--- src/rtl/ripple_count_monitor.sv ---
// Monitors an asynchronous 3-bit up/down ripple counter: synchronizes and deglitches its outputs,
// then checks every accepted step against the counter mode and flags wraps and bad steps.
module ripple_count_monitor #(
    parameter int unsigned STABLE_CYC = 2
) (
    input  logic       clk,
    input  logic       rst_n,
    input  logic [2:0] q_in,
    input  logic       m,
    input  logic       en,
    output logic [2:0] count_out,
    output logic       valid,
    output logic       step_err,
    output logic       wrap,
    output logic [7:0] err_cnt
);

    localparam logic [3:0] StableMax = 4'(STABLE_CYC);
    localparam logic [3:0] StableThr = 4'(STABLE_CYC - 1);
    localparam logic [1:0] FillDone  = 2'd2;

    typedef enum logic [0:0] {
        StInit,
        StTrack
    } state_e;

    logic [2:0] q_s1_q, q_s2_q;
    logic       m_s1_q, m_s2_q;
    logic [1:0] fill_q, fill_d;
    logic [3:0] stab_q, stab_d;
    state_e     state_q, state_d;
    logic [2:0] count_q, count_d;
    logic       valid_q, valid_d;
    logic       step_err_q, step_err_d;
    logic       wrap_q, wrap_d;
    logic [7:0] err_cnt_q, err_cnt_d;

    logic       sync_full;
    logic       stable;
    logic [2:0] expected;

    // Synchronizer contents only become meaningful two edges after reset, so the
    // reset zeros are never mistaken for a stable counter value.
    assign sync_full = (fill_q == FillDone);

    always_comb begin
        fill_d = fill_q;
        if (!sync_full) begin
            fill_d = fill_q + 2'd1;
        end
    end

    // stab_q counts edges s_q has held beyond the one on which it changed.
    always_comb begin
        stab_d = stab_q;
        if (!en || !sync_full || (q_s1_q != q_s2_q)) begin
            stab_d = '0;
        end else if (stab_q != StableMax) begin
            stab_d = stab_q + 4'd1;
        end
    end

    assign stable   = en && sync_full && (stab_q >= StableThr);
    assign expected = m_s2_q ? (count_q + 3'd1) : (count_q - 3'd1);

    always_comb begin
        state_d    = state_q;
        count_d    = count_q;
        valid_d    = 1'b0;
        step_err_d = 1'b0;
        wrap_d     = 1'b0;
        err_cnt_d  = err_cnt_q;
        if (!en) begin
            state_d = StInit;
        end else begin
            unique case (state_q)
                StInit: begin
                    if (stable) begin
                        count_d = q_s2_q;
                        valid_d = 1'b1;
                        state_d = StTrack;
                    end
                end
                StTrack: begin
                    if (stable && (q_s2_q != count_q)) begin
                        count_d = q_s2_q;
                        valid_d = 1'b1;
                        if (q_s2_q != expected) begin
                            step_err_d = 1'b1;
                            if (err_cnt_q != 8'hFF) begin
                                err_cnt_d = err_cnt_q + 8'd1;
                            end
                        end else if ((m_s2_q && (count_q == 3'd7)) ||
                                     (!m_s2_q && (count_q == 3'd0))) begin
                            wrap_d = 1'b1;
                        end
                    end
                end
                default: state_d = StInit;
            endcase
        end
    end

    always_ff @(posedge clk) begin
        if (!rst_n) begin
            q_s1_q     <= '0;
            q_s2_q     <= '0;
            m_s1_q     <= 1'b0;
            m_s2_q     <= 1'b0;
            fill_q     <= '0;
            stab_q     <= '0;
            state_q    <= StInit;
            count_q    <= '0;
            valid_q    <= 1'b0;
            step_err_q <= 1'b0;
            wrap_q     <= 1'b0;
            err_cnt_q  <= '0;
        end else begin
            q_s1_q     <= q_in;
            q_s2_q     <= q_s1_q;
            m_s1_q     <= m;
            m_s2_q     <= m_s1_q;
            fill_q     <= fill_d;
            stab_q     <= stab_d;
            state_q    <= state_d;
            count_q    <= count_d;
            valid_q    <= valid_d;
            step_err_q <= step_err_d;
            wrap_q     <= wrap_d;
            err_cnt_q  <= err_cnt_d;
        end
    end

    assign count_out = count_q;
    assign valid     = valid_q;
    assign step_err  = step_err_q;
    assign wrap      = wrap_q;
    assign err_cnt   = err_cnt_q;

endmodule

--- config.mk ---
export PLATFORM = sky130hd
export DESIGN_NAME = ripple_count_monitor
export DESIGN_NICKNAME = d
export VERILOG_FILES = /design/src/rtl/ripple_count_monitor.sv
export SDC_FILE = /design/constraint.sdc
export NUM_CORES = 1
export LEC_CHECK = 0
export BUFFER_PORTS_ARGS = -buffer_cell sky130_fd_sc_hd__buf_2
export CORE_UTILIZATION = 54
export CTS_BUF_LIST = sky130_fd_sc_hd__clkbuf_4 sky130_fd_sc_hd__clkbuf_8 sky130_fd_sc_hd__clkbuf_16
export DETAILED_ROUTE_END_ITERATION = 8
export GPL_TIMING_DRIVEN = 0
export MAX_ROUTING_LAYER = met4
export PLACE_DENSITY_LB_ADDON = 0.08
export SKIP_CTS_REPAIR_TIMING = 1
export SYNTH_ARGS = -nofsm -noshare
export SYNTH_HDL_FRONTEND = slang
export SYNTH_SLANG_ARGS = --single-unit
--- constraint.sdc ---
create_clock -name clk -period 2.85 [get_ports clk]
set_input_delay 0.57 -clock clk [delete_from_list [all_inputs] [get_ports clk]]
set_output_delay 0.57 -clock clk [all_outputs]
set_load 0.1 [all_outputs]
==> results.py <==
metrics = {
    "clocking": {
        "cts_tree": "done",
        "path_clk_slew_ns": 0.08,
        "clkSinkCount": 29,
        "numCtsBuffers": 5,
        "clk-insertion-delay-late_ns": 0.33,
        "clock_path_buffers": 2,
        "htree_num_levels": 2,
        "clockRootBuffer": "clkbuf_4",
    },
    "die": {
        "die_x_um": 51.5,
        "core_area_um2": 2250,
        "die-area_um2": 2650,
        "rows": 17,
        "start_util_pct": 58.7,
        "io_pins": 21,
        "die_h_um": 51.5,
    },
    "route": {
        "firstDrtPassIters": 4,
        "vias": 1093,
        "routedWlPerCell_um": 12.8,
        "drc": 0,
        "via_per_inst": 5.49,
        "drt_iter0_drc": 26,
        "postRouteAntennaNets": 0,
        "routed_wl_mm": 2.54,
    },
    "grt": {
        "gr-usage-met2_pct": 34.8,
        "grt_max_degree": 11,
        "grt_util_met1_pct": 27.9,
        "grt_overflow": 0,
        "grt_busiest_layer": "met2",
        "grt_use_met3_pct": 6.14,
        "grt_pass1_wl_mm": 4.29,
        "grt_usage_pct": 23.5,
        "grt_pass1_vias": 1000,
        "antenna_found_initial": 0,
    },
    "cells_and_area": {
        "final_common_cell": "dfxtp_1",
        "diodes": 0,
        "layout-drive-gt1-share_pct": 19.3,
        "final_cell_mix": "dfxtp_1 (29), buf_2 (21), nand2_1 (13)",
        "nNetsFinal": 185,
        "finish.utilization_pct": 67.3,
        "post-route-cell-area_um2": 1520,
        "area_growth_syn_to_layout_pct": 14.7,
        "final_cells": 199,
    },
    "synthesis": {
        "synth_async_sr_flop_share_pct": 0,
        "yosysSeqAreaShare_pct": 43.9,
        "yosysUniqueCellTypes": 33,
        "synth-edff-count": 0,
        "postSynthCellCount": 144,
        "synth.avg_cell_area_um2": 9.18,
        "syn_area_um2": 1320,
        "ys.flop_type": "dfxtp_1",
        "yosysWarnings": 0,
        "synth_nets": 158,
        "synth-seq-cells": 29,
    },
    "sta": {
        "finalHoldViolations": 0,
        "rsz0062_at_grt": "false",
        "setup_viol": 0,
        "tns_ns": 0,
        "fin_hold_ws_ns": 0.438,
        "fin_worst_skew_ns": 0.00464,
        "fin_crit_sh_pct": 78.6,
        "max_freq_ghz": 0.446,
        "period_needed_ns": 2.24,
        "slew_viol_final": 0,
        "setup_ws_ns": 0.609,
        "relSlewSlack_pct": 67.6,
        "tightest_slew_ns": 0.490,
    },
    "critical_path": {
        "worstPathRequired_ns": 3.12,
        "max_stage_delay_ns": 0.39,
        "cpLargestDelayFamily": "simple AND/OR/NAND/NOR gates",
        "r2r_end": "err_cnt[5]$_SDFFE_PN0P_",
        "setup.worst_path.end": "err_cnt[5]$_SDFFE_PN0P_",
        "crit_type": "reg2reg",
        "worst-path-buf-inv": 2,
        "cp_cell_sequence": "inv_1 -> ha_1 -> nor4b_2 -> nor2_1 -> nand3_2 -> buf_2 -> nor4_1 -> mux2i_1",
        "endpoint_kind": "flip-flop",
        "crit_fanout": 10,
        "startpoint_type": "flip-flop",
        "critical_path.reg2reg.startpoint": "stab_q[0]$_SDFFE_PP0P_",
        "crit_start": "stab_q[0]$_SDFFE_PP0P_",
        "reg2reg_depth": 8,
        "r2r_setup_slack_ns": 0.61,
        "cp_slowest_cell": "dfxtp_1",
        "cp.arrival_ns": 2.51,
        "critical_path_depth": 8,
    },
    "place": {
        "gp_congestion": 0.839,
        "postPlaceCellArea_um2": 1460,
        "io_buffers": 20,
        "post-dp-hpwl_mm": 1.86,
        "dp.cells": 192,
        "place_ws_ns": 0.637,
    },
    "power": {
        "pwr-share-seq_pct": 55.7,
        "p_switching_uw": 200,
        "comb_power_share_pct": 11.0,
        "clkPwrFrac_pct": 33.3,
        "switching_share_pct": 25.4,
        "power_uw": 787,
        "vdd_drop_max_v": 0.000400,
        "p_int_uw": 587,
        "leakage_nw": 0.628,
        "powerDensity_nw_per_um2": 519,
    },
    "hold_path": {
        "hold_class": "in2reg",
    },
    "flow_run": {
        "cap_violations": 0,
    },
    "status": {
        "status": "completed",
    },
}
metal layers:
metal	wire, um	share of wire (%)	vias to the layer above
met4	74	2.9	0
met1	1210	48	511
li1	-	-	550
met3	117	4.6	8
met5	0	0	-
met2	1140	45	24
Yosys cell counts (5+ instances only):
| cell type | instances | area [um2] |
|---|---|---|
| inv_1 | 8 | 30.0 |
| xor2_1 | 7 | 61.3 |
| ha_1 | 6 | 75.1 |
| nand3_1 | 5 | 25.0 |
| and2_1 | 8 | 50.1 |
| dfxtp_1 | 29 | 581 |
| o21ai_0 | 6 | 30.0 |
| nor2_1 | 11 | 41.3 |
| a21oi_1 | 10 | 50.1 |
| xnor2_1 | 5 | 43.8 |
| nand2_1 | 13 | 48.8 |
sequential cells by signal, summed over array words and instances, names as in the netlist:
name,count
q_s1_q,3
count_out,3
m_s1_q,1
wrap,1
q_s2_q,3
fill_q,2
err_cnt,8
valid,1
m_s2_q,1
stab_q,4
state_q,1
step_err,1
cell families after synthesis:
logic type,Yosys count,synth area share (%)
buffers and inverters,12,4.07
XOR/XNOR,12,7.95
AND/OR/NAND/NOR,58,24.0
flip-flops,29,43.9
adder cells (fa/ha/maj),7,7.19
AO/OA/AOI/OAI,23,10.5
multiplexers,3,2.37
worst min-delay path by stage:
stage | depth (start not counted) | from | endpoint | slack (ns)
5_1_grt | 2 | q_in[2] | q_s1_q[2]$_SDFF_PN0_ | 0.44
3_5_place_dp | 1 | m_s1_q$_SDFF_PN0_ | m_s2_q$_SDFF_PN0_ | 0.44
6_report | 2 | q_in[1] | q_s1_q[1]$_SDFF_PN0_ | 0.44
3_3_place_gp | 1 | m_s1_q$_SDFF_PN0_ | m_s2_q$_SDFF_PN0_ | 0.43
2_1_floorplan | 1 | m_s1_q$_SDFF_PN0_ | m_s2_q$_SDFF_PN0_ | 0.41
4_1_cts | 2 | q_in[1] | q_s1_q[1]$_SDFF_PN0_ | 0.43
cell type report:
| class | count | area [um2] |
|---|---|---|
| Clock buffer | 7 | 58.8 |
| Tap cell | 28 | 35.0 |
| Timing Repair Buffer | 20 | 100 |
| Sequential cell | 29 | 581 |
| Fill cell | 184 | 738 |
| Buffer | 3 | 20.0 |
| Multi-Input combinational cell | 103 | 688 |
| Inverter | 9 | 33.8 |
power groups by stage:
stage               clock, mW  sequential [mW]  combinational (mW)
global placement            0            0.446              0.0812
finish                  0.262            0.438              0.0867
floorplan                   0            0.445              0.0667
CTS                     0.265            0.438              0.0866
global route            0.281            0.441              0.0983
detailed placement          0            0.448              0.0853
(Power assumes the default switching activity.)
